<file path="src/rtl/slice_seq.sv">
// rtl/slice_seq.sv - frame sequencer and coefficient store feeding slice_mem
module slice_seq #(
  parameter int DWIDTH    = 8,
  parameter int CWIDTH    = 9,
  parameter int BLOCKSIZE = 32,
  parameter int WINCOLS   = 8,
  parameter int WPI       = 40,
  localparam int DEPTH    = BLOCKSIZE * WINCOLS,
  localparam int AW       = $clog2(DEPTH)
) (
  input  logic                     clk,
  input  logic                     reset_n,
  input  logic                     in_fv,
  input  logic                     in_dv,
  input  logic [DWIDTH-1:0]        in_data,
  input  logic                     cfg_we,
  input  logic [AW-1:0]            cfg_addr,
  input  logic signed [CWIDTH-1:0] cfg_wdata,
  input  logic                     err_clr,
  output logic [DWIDTH-1:0]        data,
  output logic                     dvi,
  output logic                     download,
  output logic signed [CWIDTH-1:0] svcoeff,
  output logic                     newblock,
  output logic                     busy,
  output logic                     frame_done,
  output logic                     err_ovr,
  output logic                     err_cfg,
  output logic                     err_part
);

  localparam int WBITS = $clog2(BLOCKSIZE);
  localparam int CBITS = $clog2(WINCOLS);
  localparam int FBITS = $clog2(WPI);

  typedef enum logic [1:0] {IDLE, FLUSH, RUN} state_t;

  state_t                    state;
  logic                      fv_q;
  logic                      fv_armed;
  logic                      fv_lost;
  logic [WBITS-1:0]          wordcnt;
  logic [CBITS-1:0]          colcnt;
  logic [FBITS-1:0]          flushcnt;
  logic signed [CWIDTH-1:0]  coeff_ram [DEPTH];

  logic          fv_rise;
  logic          part_evt;
  logic [AW-1:0] rd_addr;

  // fv_armed blocks a frame start until in_fv has been seen low after reset
  assign fv_rise  = in_fv & ~fv_q & fv_armed;
  assign part_evt = (state == RUN) && !in_fv && (wordcnt != '0);
  assign rd_addr  = {colcnt, wordcnt};

  always_ff @(posedge clk) begin
    if (cfg_we && state == IDLE)
      coeff_ram[cfg_addr] <= cfg_wdata;
  end

  always_ff @(posedge clk or negedge reset_n) begin
    if (!reset_n) begin
      state      <= IDLE;
      fv_q       <= 1'b0;
      fv_armed   <= 1'b0;
      fv_lost    <= 1'b0;
      wordcnt    <= '0;
      colcnt     <= '0;
      flushcnt   <= '0;
      data       <= '0;
      dvi        <= 1'b0;
      download   <= 1'b0;
      svcoeff    <= '0;
      newblock   <= 1'b0;
      busy       <= 1'b0;
      frame_done <= 1'b0;
      err_ovr    <= 1'b0;
      err_cfg    <= 1'b0;
      err_part   <= 1'b0;
    end else begin
      fv_q       <= in_fv;
      fv_armed   <= fv_armed | ~in_fv;
      data       <= '0;
      dvi        <= 1'b0;
      svcoeff    <= '0;
      newblock   <= 1'b0;
      frame_done <= 1'b0;
      err_ovr    <= (err_ovr  & ~err_clr) | ((state == FLUSH) & in_dv);
      err_cfg    <= (err_cfg  & ~err_clr) | ((state != IDLE) & cfg_we);
      err_part   <= (err_part & ~err_clr) | part_evt;

      case (state)
        IDLE: begin
          if (fv_rise) begin
            state    <= FLUSH;
            download <= 1'b1;
            busy     <= 1'b1;
            wordcnt  <= '0;
            colcnt   <= '0;
            flushcnt <= '0;
            fv_lost  <= 1'b0;
          end
        end
        FLUSH: begin
          if (!in_fv) fv_lost <= 1'b1;
          if (flushcnt == FBITS'(WPI - 1)) begin
            download <= 1'b0;
            // a frame that ended during the flush still gets its full flush
            if (fv_lost || !in_fv) begin
              state      <= IDLE;
              busy       <= 1'b0;
              frame_done <= 1'b1;
            end else begin
              state <= RUN;
            end
          end else begin
            flushcnt <= flushcnt + FBITS'(1);
          end
        end
        RUN: begin
          if (!in_fv) begin
            state      <= IDLE;
            busy       <= 1'b0;
            frame_done <= 1'b1;
          end else if (in_dv) begin
            dvi      <= 1'b1;
            data     <= in_data;
            svcoeff  <= coeff_ram[rd_addr];
            newblock <= (wordcnt == WBITS'(BLOCKSIZE - 1));
            wordcnt  <= wordcnt + WBITS'(1);
            if (wordcnt == WBITS'(BLOCKSIZE - 1))
              colcnt <= (colcnt == CBITS'(WINCOLS - 1)) ? '0 : colcnt + CBITS'(1);
          end
        end
        default: state <= IDLE;
      endcase
    end
  end

endmodule
</file>
<file path="config.mk">
export PLATFORM = sky130hd
export DESIGN_NAME = slice_seq
export DESIGN_NICKNAME = d
export VERILOG_FILES = /design/src/rtl/slice_seq.sv
export SDC_FILE = /design/constraint.sdc
export NUM_CORES = 2
export LEC_CHECK = 0
export ABC_CLOCK_PERIOD_IN_PS = 3000
export BUFFER_PORTS_ARGS = -buffer_cell sky130_fd_sc_hd__buf_2
export CAP_MARGIN = 40
export CELL_PAD_IN_SITES_DETAIL_PLACEMENT = 0
export CELL_PAD_IN_SITES_GLOBAL_PLACEMENT = 1
export CORE_MARGIN = 8
export CORE_UTILIZATION = 50
export DETAILED_ROUTE_END_ITERATION = 10
export PLACE_DENSITY = 0.79
export REMOVE_ABC_BUFFERS = 1
export SLEW_MARGIN = 10
export SYNTH_ARGS = -nofsm -noshare
export SYNTH_HDL_FRONTEND = slang
export SYNTH_SLANG_ARGS = --single-unit
</file>
<file path="constraint.sdc">
create_clock -name clk -period 3 [get_ports clk]
set_input_delay 0.3 -clock clk [delete_from_list [all_inputs] [get_ports clk]]
set_output_delay 0.3 -clock clk [all_outputs]
set_load 0.02 [all_outputs]
</file>
# After elaboration in Yosys (flattened, before gate mapping)
# Memories as Yosys holds them, arrays and structs flattened.
# Index checks and enable logic that the tools add are counted.
[word_totals] ff_bits=44 mem_bits_rw=2304 input_bits=31 elab_cells=113 n_memories=1
[op_classes] n_addsub=3 n_eq_ne=14 muxes=46 bitwise_logic=14 n_reduce_logical=18
[mem_list] memory="coeff_ram" words=256 word_bits=9 rd=1 rd_clocked_by_memory_dff=0 write_ports=1 line_no="45" rtl="logic signed [CWIDTH-1:0] coeff_ram [DEPTH];"
[op_table] op="two-way mux 9 bit" count=3
[op_table] op="two-way mux 8 bit" count=3
[op_table] op="two-way mux 1 bit" count=18
[op_table] op="two-way mux 3 bit" count=5
[op_table] op="two-way mux 5 bit" count=3
[op_table] op="two-way mux 6 bit" count=2
[op_table] op="inequality test 2 bit, second input constant" count=6
[op_table] op="case mux 6 bit (2 select lines)" count=1
[op_table] op="AND reduction 3 bit" count=4
[op_table] op="case mux 5 bit (2 select lines)" count=1
[op_table] op="AND reduction 5 bit" count=2
[op_table] op="two-way mux 2 bit" count=4
[op_table] op="AND 1 bit" count=7
[op_table] op="adder 6 x 1 -> 6 bit, second input constant" count=1
[op_table] op="equality test 6 bit, second input constant" count=1
[op_table] op="inequality test 2 x 1 -> 1 bit, second input constant" count=3
[op_table] op="case mux 1 bit (2 select lines)" count=3
[op_table] op="case mux 2 bit (3 select lines)" count=1
[op_table] op="case mux 3 bit (2 select lines)" count=1
[op_table] op="nonzero test 2 bit" count=3
[op_table] op="adder 5 x 1 -> 5 bit, second input constant" count=1
[op_table] op="equality test 5 bit, second input constant" count=1
[op_table] op="nonzero test 5 bit" count=1
[op_table] op="OR 1 bit" count=4
[op_table] op="12 further kinds" count=16

# Logic depth before layout (Yosys ltp)
[depth] ltp_word=6 depth_mapped=13 ltp_nobuf=8

# Least setup slack after synthesis
# No wires, ideal clock.
[synth_path] path_type="register to register" start="register wordcnt[0]" end="register svcoeff[6]" setup_ps=137 t_arrival_ps=2475 required_time_ps=2863 slack_ps=389 stages_incl_launch_ff=13 path_buffers=6 period_less_slack_ps=2611 cell_sequence="dfrtp_1 buf_6 buf_4 buf_6 buf_4 buf_6 buf_4 mux2_2 a21oi_1 nand4_1 a31oi_1 a21boi_0 o32ai_1"
[synth_via] elab_chain_cells=4
[synth_rtl] item="from (decl)" line_no="42" rtl="logic [WBITS-1:0] wordcnt;"
[synth_rtl] item="from (signal assigned)" line_no="130" rtl="wordcnt <= wordcnt + WBITS'(1);"
[synth_rtl] item="memory (256 x 9 bit)"
[synth_rtl] item="two-way mux 9 bit" line_no="125" rtl="end else if (in_dv) begin"
[synth_rtl] item="two-way mux 9 bit" line_no="121" rtl="if (!in_fv) begin"
[synth_rtl] item="two-way mux 9 bit" line_no="92" rtl="case (state)"
[synth_rtl] item="to (signal assigned)" line_no="128" rtl="svcoeff <= coeff_ram[rd_addr];"
[synth_rtl] item="to (decl)" line_no="23" rtl="output logic signed [CWIDTH-1:0] svcoeff,"
# Every way passes these cells.
# A chain may end at the register's enable or synchronous reset.

# Worst setup path in the final report
[layout_path] start="register wordcnt[0]" end="register svcoeff[4]"
# Same word-level chain as after synthesis.

==> impl_metrics.json <==
{
  "status": "complete, but fails checks",
  "violations": "setup timing",
  "io_buffers": 55,
  "p_int_mw": 52.0,
  "remaining_drc_errors": 0,
  "slew_violations": 0,
  "clk_latency_ps": 850,
  "p_comb_share_pct": 3.4,
  "htreeDepth": 4,
  "viasPerCell": 6.37,
  "rsz0062_at_grt": "true",
  "crit_path_max_incr_delay_ps": 530,
  "antenna_left": 0,
  "cts.path.max_buffers": 3,
  "place_ws_ps": -393,
  "max-slew-margin-rel_pct": 44.8,
  "drive_gt1_share_pct": 32.9,
  "ioPinCount": 56,
  "die_h_microns": 443,
  "antenna_found_initial": 6,
  "p_per_area_mw_per_mm2": 604,
  "drt_wl_total_microns": 253000,
  "arrival_ps": 3750,
  "grt_pass1_vias": 49200,
  "hold_viol_final": 0,
  "overflow": 0,
  "track_usage_pct": 25.3,
  "fin_nets": 5292,
  "wl_per_cell_microns": 32.4,
  "cts_root_buf": "clkbuf_16",
  "ys_seq_area_share_pct": 77.1,
  "cts_made_buffers": 221,
  "postSynthCellCount": 4404,
  "syn2layout_area_growth_pct": 19.1,
  "synth.avg_cell_area_sq_um": 20.7,
  "worst_slew_pin_slew_ps": 828,
  "dr.first_iter.drc_count": 7504,
  "pwr-share-seq_pct": 55.1,
  "synth-seq-cells": 2348,
  "yosys_most_used_dff": "edfxtp_1",
  "crit_fanout": 13,
  "ys_types": 67,
  "clock_sinks": 2348,
  "grt_max_degree": 108,
  "finalClockSkew_ps": 31.0,
  "synth_edf_count": 2304,
  "initial_core_util_pct": 50.4,
  "syn_area_sq_mm": 0.0912,
  "end_kind": "flop",
  "placementRows": 156,
  "cts_tree": "yes",
  "p_switching_mw": 13.6,
  "gp_congestion": 0.964,
  "core_area_sq_mm": 0.181,
  "clkTransAtPathRegs_ps": 60,
  "sw_frac_of_total_pct": 20.7,
  "drt-pass1-iter-count": 6,
  "die_width_microns": 443,
  "ir_worst_vdd_mv": 0.638,
  "synthArstFlopShare_pct": 1.87,
  "power_frac_clock_pct": 41.5,
  "hp-class": "input pin to flop",
  "finalSetupViolCount": 4,
  "hpwl_microns": 160000,
  "grt_pass1_wl_microns": 360000,
  "p_leak_nw": 34.7,
  "period_share_pct": 101,
  "critPathSlowestCell": "mux4_2",
  "fin_tns_setup_ps": -95.9,
  "vias": 49800,
  "die_area_sq_mm": 0.196,
  "crit_type": "flop to flop",
  "cp-start-kind": "flop",
  "crit_chain": "buf_4, buf_12, buf_16, buf_12, mux4_2, a22oi_1, nand3_1, a22oi_1, o21a_1, o32ai_1",
  "setup_slack_ps": -39.0,
  "drv_cap": 0,
  "hold_ws_ps": 61.0,
  "required_ps": 3710,
  "synth-warning-count": 0,
  "fin_crit_ps": 3040,
  "fmax_mhz": 329
}
==> synth_stat cells, drive strengths merged (16+ instances only) <==
library cell  instances  share of area [%]
o221ai               53               0.51
o22ai                43               0.29
a221oi               20               0.19
buf                 155                1.0
clkbuf              115               0.47
o21ai                45               0.25
dfrtp                44                1.2
mux2i               248                2.7
nor2                299                1.2
edfxtp             2304                 76
mux4                482                 12
nand3                44               0.24
nor3                 16              0.088
mux2                 26               0.32
a22o                 28               0.27
a21oi                53               0.29
nor2b                17               0.12
nand2               106               0.44
a211oi               30               0.25
a22oi                52               0.43
and2                 19               0.13
==> logic make-up (layout without fill, tap and decap cells) <==
| family | after synthesis | after routing | share of synthesized area [%] |
|---|---|---|---|
| flops | 2348 | 2348 | 77.1 |
| mux | 756 | 756 | 14.9 |
| simple gates | 568 | 568 | 2.75 |
| compound gates | 437 | 437 | 3.51 |
| buf+inv | 285 | 1320 | 1.58 |
| fa+ha+maj | 9 | 9 | 0.123 |
| xor+xnor | 1 | 1 | 0.00961 |
| other cells | 0 | 7 | 0 |
==> metrics by stage <==
step           std cells  utilization, %  cell area, sq um  total power [mW]
4_1_cts             7784            59.8            108000              65.8
5_1_grt             7813            60.0            109000              67.3
6_report            7816            60.0            109000              65.7
3_5_place_dp        7310            55.3            100000              38.9
3_3_place_gp        7308            55.2            100000              38.9
2_1_floorplan       4134               -             89800              38.0
==> cell type report <==
class,count,area (sq um)
Antenna cell,7,17.5
Clock buffer,265,5800
Clock inverter,145,1240
Fill cell,12400,72300
Inverter,15,58.8
Multi-Input combinational cell,1771,20000
Sequential cell,2348,70300
Tap cell,2370,2970
Timing Repair Buffer,895,8290
==> what timing repair did <==
item	4_1_cts	5_1_grt
pin swaps	20	13
buffers inserted	42	24
resized for setup	118	40
hold buffers	19	0
endpoints found under the setup margin	9	9
cloned	6	2
endpoints found under the hold margin	114	0
==> power groups by stage <==
| stage | clock network [mW] | logic, mW | registers (mW) |
|---|---|---|---|
| after floorplan | 0 | 0.998 | 37.0 |
| after global placement | 0 | 2.02 | 36.9 |
| after detailed placement | 0 | 2.07 | 36.9 |
| after CTS | 27.5 | 2.17 | 36.2 |
| after global routing | 28.8 | 2.34 | 36.2 |
| final | 27.3 | 2.21 | 36.2 |
==> critical path: cells and delay by family, from the launching register on <==
kind,cells,cell delay (ps)
buffers and inverters,4,650
multiplexers,1,530
AND/OR/NAND/NOR,1,310
AO/OA/AOI/OAI,4,870
flip-flops,1,510
==> sequential cells by signal (all words and copies together) (netlist names), 2 cells and up <==
name	count
flushcnt	6
state	2
colcnt	3
data	8
coeff_ram	2304
svcoeff	9
wordcnt	5
==> placed cells by master, fill, tap and decap left out, types with 44 or more instances in the layout <==
master,count
a21oi_1,48
a22oi_1,46
clkinv_2,44
nor2_1,297
buf_4,690
nand2_1,105
mux4_2,482
buf_12,96
buf_2,47
edfxtp_1,2304
o221ai_1,51
clkbuf_16,228
mux2i_1,243
clkinv_1,63
==> metal layers <==
layer,share of wire [%],GRT usage (%),vias up
met3,12,5.50,604
li1,-,-,20100
met2,46,38.7,3380
met4,5.6,12.0,2
met5,0.0067,0,-
met1,37,35.0,25700
==> final timing paths <==
| path | start | end | slack [ps] | cells after the start |
|---|---|---|---|---|
| hold / removal | cfg_wdata[2] | coeff_ram[148][2] | 60 | 1 |
| setup / recovery | wordcnt[0] | svcoeff[4] | -40 | 10 |
| max in group asynchronous | reset_n | fv_armed | 1750 | 5 |
| hold reg to reg | fv_armed | fv_armed | 470 | 1 |
| setup reg to reg | wordcnt[0] | svcoeff[4] | -40 | 10 |
| min in group asynchronous | reset_n | wordcnt[1] | 480 | 4 |
Note: power is estimated with default switching activity, not from simulation.
